## config.mk

```make
export PLATFORM = sky130hd
export DESIGN_NAME = pix_word_stream_wrap
export DESIGN_NICKNAME = d
export VERILOG_FILES = /design/src/rtl/pix_word_pkg.sv /design/src/rtl/pix_serializer.sv /design/src/rtl/pix_word_stream_wrap.sv
export SDC_FILE = /design/constraint.sdc
export NUM_CORES = 1
export LEC_CHECK = 0
export CORE_UTILIZATION = 30
export DETAILED_ROUTE_END_ITERATION = 7
export SLEW_MARGIN = 20
export SYNTH_ARGS = -nofsm -noshare
export SYNTH_HDL_FRONTEND = slang
export SYNTH_HIERARCHICAL = 1
export SYNTH_SLANG_ARGS = --single-unit
```

## constraint.sdc

```tcl
create_clock -name clk -period 2.6 [get_ports clk]
set_input_delay 0.52 -clock clk [delete_from_list [all_inputs] [get_ports clk]]
set_output_delay 0.52 -clock clk [all_outputs]
set_load 0.02 [all_outputs]
```

## src/rtl/pix_word_pkg.sv

```systemverilog
// Channel indices, packed-word width derivation and channel widen/narrow helpers.
// PIX_WORD_REPLICATE_EN: widening replicates channel MSBs into the low bits instead of zero padding.
package pix_word_pkg;

    localparam int unsigned CH_B   = 0;
    localparam int unsigned CH_G   = 1;
    localparam int unsigned CH_R   = 2;
    localparam int unsigned NUM_CH = 3;

    function automatic int unsigned calc_word_w(input int unsigned ppw, input int unsigned ch_w);
        return ppw * NUM_CH * ch_w;
    endfunction

    // Left-justifies a ch_w-bit channel into proc_w bits; result sits in the low proc_w bits.
    function automatic logic [31:0] widen_ch(input logic [31:0] c, input int unsigned ch_w,
                                             input int unsigned proc_w);
        logic [31:0] w;
        w = c << (proc_w - ch_w);
`ifdef PIX_WORD_REPLICATE_EN
        w = w | (c >> (ch_w - (proc_w - ch_w)));
`endif
        return w;
    endfunction

    function automatic logic [31:0] narrow_ch(input logic [31:0] c, input int unsigned ch_w,
                                              input int unsigned proc_w);
        return c >> (proc_w - ch_w);
    endfunction

endpackage

```

## src/rtl/pix_serializer.sv

```systemverilog
// Captures a packed word and streams its widened pixels one per cycle, lowest pixel first.
module pix_serializer
    import pix_word_pkg::*;
#(
    parameter int PIX_PER_WORD = 2,
    parameter int CH_W         = 6,
    parameter int PROC_W       = 8,
    parameter int WORD_W       = calc_word_w(PIX_PER_WORD, CH_W)
) (
    input  logic                   clk,
    input  logic                   reset,
    input  logic                   line_start,
    input  logic [WORD_W-1:0]      in_word,
    input  logic                   in_valid,
    output logic                   in_ready,
    output logic [3*PROC_W-1:0]    px_out,
    output logic                   px_out_valid
);

    localparam int IDX_W  = $clog2(PIX_PER_WORD);
    localparam int PIX_W  = 3 * CH_W;
    localparam int WPIX_W = 3 * PROC_W;
    localparam logic [IDX_W-1:0] LAST_IDX = IDX_W'(PIX_PER_WORD - 1);

    logic [WORD_W-1:0] hold_r;
    logic [IDX_W-1:0]  ser_idx_r;
    logic [IDX_W-1:0]  next_idx_s;
    logic              px_valid_r;
    logic [WPIX_W-1:0] px_out_r;
    logic [WPIX_W-1:0] first_px_s;
    logic [WPIX_W-1:0] next_px_s;
    logic              idle_ready_s;
    logic              accept_s;

    function automatic logic [WPIX_W-1:0] widen_px(input logic [PIX_W-1:0] p);
        logic [WPIX_W-1:0] w;
        w = '0;
        for (int ch = 0; ch < NUM_CH; ch++) begin
            w[ch*PROC_W +: PROC_W] = PROC_W'(widen_ch(32'(p[ch*CH_W +: CH_W]), CH_W, PROC_W));
        end
        return w;
    endfunction

    // Handshake decode and the two candidate pixels for the next px_out load.
    always_comb begin
        idle_ready_s = !px_valid_r || (ser_idx_r == LAST_IDX);
        accept_s     = in_valid && (idle_ready_s || line_start);
        next_idx_s   = (ser_idx_r == LAST_IDX) ? '0 : ser_idx_r + IDX_W'(1);
        first_px_s   = widen_px(in_word[0 +: PIX_W]);
        next_px_s    = widen_px(hold_r[int'(next_idx_s)*PIX_W +: PIX_W]);
    end

    // A new word may load on the same edge the previous last pixel leaves, so streaming has no bubble.
    always_ff @(posedge clk or negedge reset) begin
        if (!reset) begin
            hold_r     <= '0;
            ser_idx_r  <= '0;
            px_valid_r <= 1'b0;
            px_out_r   <= '0;
        end else if (accept_s) begin
            hold_r     <= in_word;
            ser_idx_r  <= '0;
            px_valid_r <= 1'b1;
            px_out_r   <= first_px_s;
        end else if (line_start) begin
            ser_idx_r  <= '0;
            px_valid_r <= 1'b0;
        end else if (px_valid_r && (ser_idx_r != LAST_IDX)) begin
            ser_idx_r  <= next_idx_s;
            px_out_r   <= next_px_s;
        end else begin
            ser_idx_r  <= '0;
            px_valid_r <= 1'b0;
        end
    end

    // line_start flushes this cycle, so the source may hand over a word regardless of state.
    assign in_ready     = idle_ready_s || line_start;
    assign px_out       = px_out_r;
    assign px_out_valid = px_valid_r;

endmodule

```

## src/rtl/pix_word_stream_wrap.sv

```systemverilog
// Packed-word <-> one-pixel-per-cycle wrapper around a pixel processing core.
// PIX_WORD_REPLICATE_EN selects MSB-replicating widening (see pix_word_pkg).
module pix_word_stream_wrap
    import pix_word_pkg::*;
#(
    parameter int PIX_PER_WORD = 2,
    parameter int CH_W         = 6,
    parameter int PROC_W       = 8,
    parameter int WORD_W       = calc_word_w(PIX_PER_WORD, CH_W)
) (
    input  logic                   clk,
    input  logic                   reset,
    input  logic                   line_start,
    input  logic [WORD_W-1:0]      in_word,
    input  logic                   in_valid,
    output logic                   in_ready,
    output logic [3*PROC_W-1:0]    px_out,
    output logic                   px_out_valid,
    input  logic [3*PROC_W-1:0]    px_in,
    input  logic                   px_in_valid,
    output logic [WORD_W-1:0]      out_word,
    output logic                   out_valid
);

    localparam int IDX_W = $clog2(PIX_PER_WORD);
    localparam int PIX_W = 3 * CH_W;
    localparam logic [IDX_W-1:0] LAST_IDX = IDX_W'(PIX_PER_WORD - 1);

    logic [WORD_W-1:0] slots_r;
    logic [WORD_W-1:0] assembled_s;
    logic [WORD_W-1:0] out_word_r;
    logic [IDX_W-1:0]  des_idx_r;
    logic              out_valid_r;
    logic [PIX_W-1:0]  narrow_px_s;

    pix_serializer #(
        .PIX_PER_WORD (PIX_PER_WORD),
        .CH_W         (CH_W),
        .PROC_W       (PROC_W),
        .WORD_W       (WORD_W)
    ) u_ser (
        .clk          (clk),
        .reset        (reset),
        .line_start   (line_start),
        .in_word      (in_word),
        .in_valid     (in_valid),
        .in_ready     (in_ready),
        .px_out       (px_out),
        .px_out_valid (px_out_valid)
    );

    // Narrow the returned pixel and merge it into its slot of the word being assembled.
    always_comb begin
        narrow_px_s = '0;
        for (int ch = 0; ch < NUM_CH; ch++) begin
            narrow_px_s[ch*CH_W +: CH_W] = CH_W'(narrow_ch(32'(px_in[ch*PROC_W +: PROC_W]), CH_W, PROC_W));
        end
        assembled_s = slots_r;
        assembled_s[int'(des_idx_r)*PIX_W +: PIX_W] = narrow_px_s;
    end

    // Deserialiser: a flush discards the partial group and beats a completing last slot.
    always_ff @(posedge clk or negedge reset) begin
        if (!reset) begin
            slots_r     <= '0;
            des_idx_r   <= '0;
            out_word_r  <= '0;
            out_valid_r <= 1'b0;
        end else if (line_start) begin
            slots_r     <= '0;
            des_idx_r   <= '0;
            out_valid_r <= 1'b0;
        end else if (px_in_valid) begin
            slots_r <= assembled_s;
            if (des_idx_r == LAST_IDX) begin
                des_idx_r   <= '0;
                out_word_r  <= assembled_s;
                out_valid_r <= 1'b1;
            end else begin
                des_idx_r   <= des_idx_r + IDX_W'(1);
                out_valid_r <= 1'b0;
            end
        end else begin
            out_valid_r <= 1'b0;
        end
    end

    assign out_word  = out_word_r;
    assign out_valid = out_valid_r;

endmodule

```

==> results of run 1 <==
[metrics by stage]
stage	instance area, µm²	std cells
finish	5730	624
global route	5730	624
CTS	5730	624
detailed placement	5440	609
global placement	5440	609
floorplan	4220	349
[area by class of cell]
type                       instances  area (µm²)
inverter                           2        7.51
clock buffer                      11         243
clock inverter                     4        47.5
sequential                        94        2350
timing repair buffer             125        1240
multi-input combinational        212        1610
tap                              176         220
fill                            1285        7720
[routing by layer]
metal	track usage (%)	share of wire [%]
met5	0	0
met4	3.94	0.85
met3	4.91	5.5
met2	23.1	50
met1	16.5	44
[flip-flops by register name, summed over array words and instances (netlist names)]
register            count
des_idx_r               1
out_word               36
u_ser/px_out           18
slots_r                18
u_ser/hold_r           18
u_ser/ser_idx_r         1
u_ser/px_out_valid      1
out_valid               1
[cells in the mapped netlist]
cell type / n
buf_1: 1
conb_1: 1
mux2_4: 29
nand4bb_1: 18
and2_1: 1
buf_6: 8
clkbuf_1: 16
buf_2: 9
o211ai_1: 18
or2_2: 1
dfrtp_1: 94
mux2i_1: 18
nand2b_1: 20
inv_1: 2
buf_4: 6
nand2_1: 54
clkbuf_2: 1
nor3b_2: 1
o21ai_0: 18
a21oi_1: 19
nor2b_1: 1
mux2_2: 7
nand2b_2: 1
[power by group through the flow]
| stage | logic (W) | clock network, W | registers, W |
|---|---|---|---|
| floorplan | 0.000381 | 0 | 0.00202 |
| global placement | 0.00108 | 0 | 0.00183 |
| detailed placement | 0.00109 | 0 | 0.00184 |
| CTS | 0.00110 | 0.00136 | 0.00183 |
| global route | 0.00116 | 0.00142 | 0.00185 |
| finish | 0.00108 | 0.00131 | 0.00182 |
[critical path, delay by kind of cell (launching register included)]
kind                   cells  cell delay [ns]
DFF                        1             0.77
buffers and inverters      2             0.69
and+or+nand+nor            1             0.10
[worst paths after layout]
kind | slack, ns | to | cells past startpoint
max | 0.17 | in_ready | 3
min | 0.18 | u_ser/px_out[4] | 1
max reg2reg | 0.98 | u_ser/px_out[3] | 3
min reg2reg | 0.50 | out_word[6] | 1
max in group asynchronous | 1.70 | u_ser/hold_r[21] | 2
min in group clk | 0.50 | out_word[6] | 1
[placed cells by master, fill, tap and decap left out]
master / Yosys / final
clkdlybuf4s50_1: 0 / 113
dfrtp_1: 94 / 94
nand2_1: 54 / 54
mux2_4: 29 / 29
nand2b_1: 20 / 20
a21oi_1: 19 / 19
nand4bb_1: 18 / 18
o211ai_1: 18 / 18
mux2i_1: 18 / 18
o21ai_0: 18 / 18
clkbuf_16: 0 / 9
buf_4: 6 / 9
mux2_2: 7 / 7
conb_1: 1 / 6
inv_1: 2 / 2
clkinv_2: 0 / 2
buf_12: 0 / 2
and2_1: 1 / 1
nand2b_2: 1 / 1
nor2b_1: 1 / 1
clkbuf_1: 16 / 1
clkbuf_8: 0 / 1
clkinvlp_4: 0 / 1
bufinv_16: 0 / 1
buf_2: 9 / 1
nor3b_4: 0 / 1
or2_2: 1 / 1
[kinds of logic (layout without fill, tap and decap cells)]
group,Yosys count,in the layout,share of synthesized area (%)
simple gates,97,97,13.6
mux,54,54,16.5
flops,94,94,56.0
other cells,1,6,0.0893
buf+inv,43,142,6.11
compound gates,55,55,7.63
==> metrics.md, run 1 <==
| Metric | Value |
|---|---|
| Setup TNS | 0 ns |
| Maximum VDD drop | ~0.52 mV |
| Ys Warns | 6 |
| Outcome | completed |
| CTS tree | done |
| Leakage dissipation | 2.53 nW |
| Slowest-stage cell, CP | dfrtp_1 |
| CP max stage delay | 0.77 ns |
| Final Setup Violations | 0 |
| Worst-path clk slew | around 0.06 ns |
| Drt wl/cell | 15.0 µm |
| Die span in y | about 120 µm |
| # port buffers | 115 |
| Top-level port count | 128 |
| Final Max Slew Viols | 0 |
| GPL Wtd Cong | 0.701 |
| Clock skew | a little under 0.005 ns |
| Synth Register Bits | 94 |
| Period utilization | 93.3% |
| Hpwl dp | 6.09 mm |
| Number of setup buffers added after CTS | 0 |
| Worst-Margin Slew | 1.03 ns |
| Post-synthesis sequential area ratio | a little under three fifths |
| Vias in the first global route | roughly 3.1k |
| Crit Path Max Fanout | 19 |
| CP Class | reg -> out |
| P_sw | approximately 0.0012 W |
| Final core utilization | approximately 43% |
| Largest cells by area after synthesis | dfrtp_1 (56%), mux2_4 (10%), nand2_1 (4.8%), nand4bb_1 (4.8%), mux2i_1 (4.3%) |
| Part of the power in registers | between 40% and 50% |
| Gate Count Post-Synth | ~340 |
| # hold bufs at CTS | 0 |
| Initial antenna violation count | 0 |
| Switch share | 27.8% |
| Layout cells sized above 1 | between 10% and 20% |
| DR iter-0 viols | 100 |
| Hold Fails Final Rpt | 0 |
| Std-Cell Core Area | 0.0135 mm² |
| Int Pwr | slightly above 0.003 W |
| Gate power share | 25.6% |
| Clock root buffer | clkbuf_16 |
| Crit end category | output pin |
| Critical path data arrival time | 1.91 ns |
| Via count | 2879 |
| Clk network pwr share | 31.1% |
| Synth Cell Area | 0.00420 mm² |
| Initial Util | 31.2% |
| DRT Pass-1 Iters | 4 |
| RSZ-0062 raised after global routing | no |
| DR DRC count | 0 |
| CP startpoint kind | flop |
| CTS sink cnt | 94 |
| ANT cells | 0 |
| Die W | about 120 µm |
| Largest area contributor in the netlist | dfrtp_1 |
| Distinct cells, synth | 23 |
| GRT Total Usage | 13.8% |
| Num CTS Buffers | 9 |
| Deepest clock path buffer count | 2 |
| Routed Antenna Nets | 0 |
| Post-cts sizing count | 0 |
| Synth top area share | between 50% and 60% |
| H-tree depth | 3 |
| Required @ worst endpoint | about 2.1 ns |
| Layout area overhead | 36.5% |
| Headroom to the max-slew limit | between 30% and 40% |
| PD cells | around 740 mW/mm² |
| First-pass GRT wire length | 15.5 mm |
| Crit. Startpoint | u_ser/ser_idx_r |
| Fmax | 412 MHz |
| Tot Pwr | 0.00421 W |
| Fin Hold WS | ~0.18 ns |
| FP Rows | 42 |
| Pre-CTS setup slack | 0.177 ns |
| Final #Nets | about 510 |
| FF-to-FF Start | u_ser/ser_idx_r |
| Clock latency on the worst-skew pair | around 0.34 ns |
| Max Cap Viol | 0 |
| Pin count of the biggest net entering global routing | between 50 and 60 |
| Worst Hold Class | in -> async |
| Final WS setup | about 0.17 ns |
| GRT Residual Overflow | 0 |
| Fin crit period | 2.43 ns |
| Vias/cell | 4.61 |
| Worst path cell trace | nor3b_4 > inv_1 > clkdlybuf4s50_1 |
| Avg Cell Area, Syn | 12.2 µm² |
| Total Wirelength | 9.34 mm |
| Total Die Area | 0.0145 mm² |
Note: power is estimated with default switching activity, not from simulation.
==> run 2, diff against run 1 <==
==> constraint.sdc (replaced) <==
create_clock -name clk -period 2.8 [get_ports clk]
set_input_delay 0.56 -clock clk [delete_from_list [all_inputs] [get_ports clk]]
set_output_delay 0.56 -clock clk [all_outputs]
set_load 0.02 [all_outputs]
==> run 2 against run 1 <==
Effect of this change: cell area fell by 0.63%; hold slack improved by 0.041 ns; combinational power fell by 8%; critical endpoint unchanged; highest routed layer unchanged; global-route usage fell by 0.33 points; largest cell class unchanged; clock skew rose by 0.00090 ns; worst setup slack improved by 0.096 ns.
==> metrics.md, run 2 (synthesis gave the netlist of run 1 again) <==
| Metric | Value |
|---|---|
| Initial Util | 31.2% (unchanged) |
| Cell mode on critical path | clkdlybuf4s50_1 |
| Clock skew | 0.00578 ns (+0.000901 ns) |
| Worst path cell trace | clkdlybuf4s50_1 > nor3b_4 > inv_1 > clkdlybuf4s50_1 |
| Die span in y | 120 µm (unchanged) |
| Final #Nets | 507 (-0.39%) |
| Routed Antenna Nets | 0 (unchanged) |
| Crit path max-delay family | buffers and inverters |
| Deepest clock path buffer count | 2 (unchanged) |
| Num CTS Buffers | 9 (unchanged) |
| Die W | 120 µm (unchanged) |
| Final Setup Violations | 0 (unchanged) |
| Maximum VDD drop | 0.270 mV (-48%) |
| Final Max Slew Viols | 0 (unchanged) |
| Initial antenna violation count | 0 (unchanged) |
| Fin crit period | 2.53 ns |
| # fillers | 1315 (+2.3%) |
| Vias/cell | 4.67 (+1.2%) |
| DRT Pass-1 Iters | 4 (unchanged) |
| Layout area overhead | 35.6% |
| Critical path data arrival time | 1.97 ns (+0.06 ns) |
| Hpwl dp | 6.12 mm (+0.56%) |
| Clock latency on the worst-skew pair | 0.34 ns (about the same) |
| Drt wl/cell | 14.9 µm (-0.65%) |
| DR DRC count | 0 (unchanged) |
| Post-cts sizing count | 0 (unchanged) |
| # port buffers | 115 (unchanged) |
| Headroom to the max-slew limit | 29.1% (-2.0 points) |
| CTS sink cnt | 94 (unchanged) |
| PD cells | 680 mW/mm² (-7.5%) |
| Std-Cell Core Area | 0.0135 mm² (unchanged) |
| Vias in the first global route | 3083 (+0.39%) |
| Total Wirelength | 9.25 mm (-0.96%) |
| FP Rows | 42 (unchanged) |
| GRT Residual Overflow | 0 (unchanged) |
| Worst-Margin Slew | 1.06 ns (+0.0297 ns) |
| Layout cells sized above 1 | 13.9% (-0.61 points) |
| DR iter-0 viols | 73 (-27%) |
| Top-level port count | 128 (unchanged) |
| # hold bufs at CTS | 0 (unchanged) |
| CP startpoint kind | primary input |
| GRT Total Usage | 13.4% (-0.33 points) |
| Fmax | 395 MHz |
| Commonest non-fill, non-tap cells in the layout | clkdlybuf4s50_1 (113), dfrtp_1 (94), nand2_1 (54) |
| FF-to-FF Start | u_ser/ser_idx_r |
| Required @ worst endpoint | 2.24 ns (+0.16 ns) |
| Flop-to-flop setup slack | 1.12 ns (+0.14 ns) |
| Worst r2r dst | u_ser/hold_r[25] |
| Slowest-stage cell, CP | clkdlybuf4s50_1 |
| Max reg flops | 36 (unchanged) |
| First-pass GRT wire length | 15.1 mm (-2.3%) |
| Worst reg-to-reg path cell count | 3 (unchanged) |
| GPL Wtd Cong | 0.686 (-2.2%) |
| Leading cell type in the layout, fill and taps excluded | clkdlybuf4s50_1 |
| Worst-path clk slew | 0.06 ns (about the same) |
| Pin count of the biggest net entering global routing | 56 (+5.7%) |
| CP Class | in -> out |
| Final WS setup | 0.269 ns (+0.0956 ns) |
| Via count | 2903 (+0.83%) |
| Number of setup buffers added after CTS | 0 (unchanged) |
| Crit Path Max Fanout | 4 (-15) |
| Outcome | completed |
| CP bufs+invs | 3 (+1) |
| CTS tree | done |
| Hold Fails Final Rpt | 0 (unchanged) |
| Leakage dissipation | 2.52 nW (-0.70%) |
| H-tree depth | 3 (unchanged) |
| Clock root buffer | clkbuf_16 |
| Total Die Area | 0.0145 mm² (unchanged) |
| Max Cap Viol | 0 (unchanged) |
| Crit end category | output pin |
| Pre-CTS setup slack | 0.217 ns (+0.0399 ns) |
| Period utilization | between 90% and 100% |
| Final core utilization | 42.3% (-0.27 points) |
| CP max stage delay | 0.53 ns (-0.24 ns) |
| Worst Hold Class | in -> async |
| RSZ-0062 raised after global routing | no |
| Setup TNS | 0 ns (unchanged) |
| ANT cells | 0 (unchanged) |
-- run 2: layout make-up --
type | instances | area (µm²) | area share, %
Inverter | 2 | 7.51 | 0.132
Clock inverter | 4 | 48.8 | 0.857
Multi-Input combinational cell | 212 | 1610 | 28.4
Tap cell | 176 | 220 | 3.87
Sequential cell | 94 | 2350 | 41.3
Timing Repair Buffer | 123 | 1220 | 21.4
Clock buffer | 11 | 233 | 4.09
-- run 2: worst max-delay path by stage --
stage	startpoint	end	slack [ns]	cells past startpoint
4_1_cts	line_start	in_ready	0.22	4
3_5_place_dp	line_start	in_ready	0.22	4
5_1_grt	line_start	in_ready	0.16	4
2_1_floorplan	line_start	in_ready	0.98	5
3_3_place_gp	line_start	in_ready	0.23	4
6_report	line_start	in_ready	0.27	4
-- run 2: layer usage --
metal / share of wire [%] / GRT usage (%) / wire length [µm] / vias up
met4: 1.7 / 6.33 / 161 / 0
met2: 49 / 22.3 / 4510 / 77
li1: - / - / - / 1362
met3: 4.7 / 3.54 / 433 / 12
met5: 0 / 0 / 0 / -
met1: 45 / 16.1 / 4140 / 1452
-- run 2: power breakdown --
| part | total [W] | internal (W) | switching [W] |
|---|---|---|---|
| Combinational | 0.000996 | 0.000547 | 0.000449 |
| Clock | 0.00119 | 0.000686 | 0.000500 |
| Sequential | 0.00169 | 0.00157 | 0.000122 |
-- run 2: through the flow --
stage	total power [W]	instance area (µm²)	hold WS (ns)	instances
after global routing	0.00408	5690	0.260	622
after CTS	0.00394	5690	0.239	622
final	0.00387	5690	0.221	622
after detailed placement	0.00272	5410	0.491	607
after global placement	0.00270	5410	0.485	607
after floorplan	0.00223	4220	0.264	349
==> run 3, diff against run 2 <==
--- a/config.mk
+++ b/config.mk
@@ -5,8 +5,10 @@
 export SDC_FILE = /design/constraint.sdc
 export NUM_CORES = 1
 export LEC_CHECK = 0
+export CORE_ASPECT_RATIO = 0.9
 export CORE_UTILIZATION = 30
 export DETAILED_ROUTE_END_ITERATION = 7
+export SKIP_LAST_GASP = 1
 export SLEW_MARGIN = 20
 export SYNTH_ARGS = -nofsm -noshare
 export SYNTH_HDL_FRONTEND = slang
==> run 3 against run 2 <==
Effect of this change: power increased by 1.8%; worst setup slack improved by 0.054 ns; wire length shrank 0.81%; via count down 2.6%; cell count fell by 1.3%; fmax up 2.2%; critical path type is now reg -> out; largest cell class unchanged; largest power group unchanged.
==> metrics.md, run 3 (synthesis gave the netlist of run 1 again) <==
| Metric | Value |
|---|---|
| # port buffers | 115 (unchanged) |
| H-tree depth | 3 (unchanged) |
| # hold bufs at CTS | 0 (unchanged) |
| Area of the multi-input gates | 0.00161 mm² (unchanged) |
| Total Wirelength | 9.18 mm (-0.81%) |
| CP bufs+invs | 2 (-1) |
| Max reg flops | 36 (unchanged) |
| Drt wl/cell | 14.9 µm (+0.48%) |
| CP Class | reg -> out |
| Outcome | completed |
| FP Rows | 40 (-4.8%) |
| Crit end category | output pin |
| Via count | 2827 (-2.6%) |
| Worst-Margin Slew | 0.756 ns (-0.307 ns) |
| Final Max Slew Viols | 0 (unchanged) |
| Number of setup buffers added after CTS | 0 (unchanged) |
| Fin Hold WS | 0.242 ns (+0.0207 ns) |
| Initial Util | 31.1% (-0.14 points) |
| Leakage dissipation | 2.53 nW (+0.49%) |
| Std-Cell Core Area | 0.0135 mm² (+0.45%) |
| RSZ-0062 raised after global routing | no |
| Worst r2r dst | u_ser/px_out[23] |
| Crit Path Max Fanout | 19 (+15) |
| First-pass GRT wire length | 15.2 mm (+0.23%) |
| Clock root buffer | clkbuf_16 |
| Worst Hold Class | in -> async |
| Deepest clock path buffer count | 2 (unchanged) |
| DR DRC count | 0 (unchanged) |
| Vias in the first global route | 3022 (-2.0%) |
| Fmax | 404 MHz (+2.2%) |
| Period utilization | 88.4% (-1.9 points) |
| Final Setup Violations | 0 (unchanged) |
| DRT Pass-1 Iters | 4 (unchanged) |
| Die span in y | 114 µm (-5.0%) |
| Maximum VDD drop | 0.331 mV (+23%) |
| Layout area overhead | 35.9% |
| Leading cell type in the layout, fill and taps excluded | clkdlybuf4s50_1 |
| Final instance area | 0.00571 mm² (+0.26%) |
| Top-level port count | 128 (unchanged) |
| FF-to-FF Start | u_ser/ser_idx_r |
| GRT Total Usage | 13.4% (-0.068 points) |
| Worst reg-to-reg path cell count | 3 (unchanged) |
| Total Die Area | 0.0145 mm² (about the same) |
| Clock latency on the worst-skew pair | 0.33 ns (about the same) |
| Crit path max-delay family | flip-flops |
| GPL Wtd Cong | 0.660 (-3.7%) |
| Critical path data arrival time | 1.92 ns (-0.05 ns) |
| Post-DP Area | 0.00540 mm² (-0.28%) |
| PD cells | 691 mW/mm² (+1.5%) |
| Layout cells sized above 1 | 14.6% (+0.67 points) |
| Final core utilization | 42.2% (-0.077 points) |
| Num CTS Buffers | 9 (unchanged) |
| Hpwl dp | 5.91 mm (-3.4%) |
| CP max stage delay | 0.79 ns (+0.26 ns) |
| Initial antenna violation count | 1 (+1) |
| Tot Pwr | 0.00394 W (+1.8%) |
| Post-cts sizing count | 0 (unchanged) |
| Commonest non-fill, non-tap cells in the layout | clkdlybuf4s50_1 (112), dfrtp_1 (94), nand2_1 (54) |
| Register area | 0.00235 mm² (unchanged) |
| Headroom to the max-slew limit | 49.6% (+20 points) |
| Max Cap Viol | 0 (unchanged) |
| CP startpoint kind | flop |
| Final #Nets | 507 (unchanged) |
| Worst path cell trace | nor3b_4 > inv_1 > clkdlybuf4s50_1 |
| # fillers | 1300 (-1.1%) |
| Die W | 127 µm (+5.3%) |
| Flop-to-flop setup slack | 1.18 ns (+0.06 ns) |
| Slowest-stage cell, CP | dfrtp_1 |
| Vias/cell | 4.60 (-1.3%) |
| Required @ worst endpoint | 2.24 ns (about the same) |
| Routed Antenna Nets | 0 (unchanged) |
| GRT Residual Overflow | 0 (unchanged) |
| Fin crit period | 2.48 ns (-0.0544 ns) |
| CTS sink cnt | 94 (unchanged) |
| ANT cells | 0 (unchanged) |
| Setup TNS | 0 ns (unchanged) |
| CTS tree | done |
| Worst-path clk slew | 0.06 ns (about the same) |
| Clock skew | 0.00451 ns (-0.00128 ns) |
| Hold Fails Final Rpt | 0 (unchanged) |
| Pin count of the biggest net entering global routing | 56 (unchanged) |
| DR iter-0 viols | 68 (-6.8%) |
-- run 3: changes by cell type in the layout (fill, tap and decap cells not counted) --
cell | before | now
buf_4 | 8 | 9
clkbuf_1 | 2 | 0
clkbuf_8 | 0 | 3
clkdlybuf4s50_1 | 113 | 112
clkinv_2 | 2 | 1
clkinv_4 | 1 | 0
clkinvlp_4 | 0 | 1
-- run 3: through the flow --
stage               setup slack (ns)  cells
global route                   0.207    614
CTS                            0.283    614
finish                         0.324    614
global placement               0.651    599
floorplan                      0.983    349
detailed placement             0.625    599
-- run 3: how the worst max path moves through the flow --
stage	startpoint	end	cells past startpoint
finish	u_ser/ser_idx_r	in_ready	3
global route	u_ser/ser_idx_r	in_ready	3
CTS	u_ser/ser_idx_r	in_ready	3
detailed placement	u_ser/ser_idx_r	in_ready	3
global placement	line_start	out_word[1]	5
floorplan	line_start	in_ready	5
-- run 3: power breakdown --
part           internal, W  switching (W)  total, W
clock             0.000759       0.000494   0.00125
combinational     0.000547       0.000453   0.00100
sequential         0.00157       0.000121   0.00169
total              0.00287        0.00107   0.00394
-- run 3: cell type report --
| type | instances | area share (%) |
|---|---|---|
| clock buffer | 12 | 4.67 |
| clock inverter | 3 | 0.745 |
| inverter | 2 | 0.132 |
| multi-input combinational | 212 | 28.3 |
| sequential | 94 | 41.2 |
| tap | 168 | 3.68 |
| timing repair buffer | 123 | 21.3 |
-- run 3: routing by layer --
metal / global-route usage [%] / vias up / wire length, µm
li1: - / 1355 / -
met1: 16.9 / 1380 / 4210
met2: 21.8 / 80 / 4310
met3: 4.49 / 10 / 555
met4: 3.89 / 2 / 95
met5: 0 / - / 10
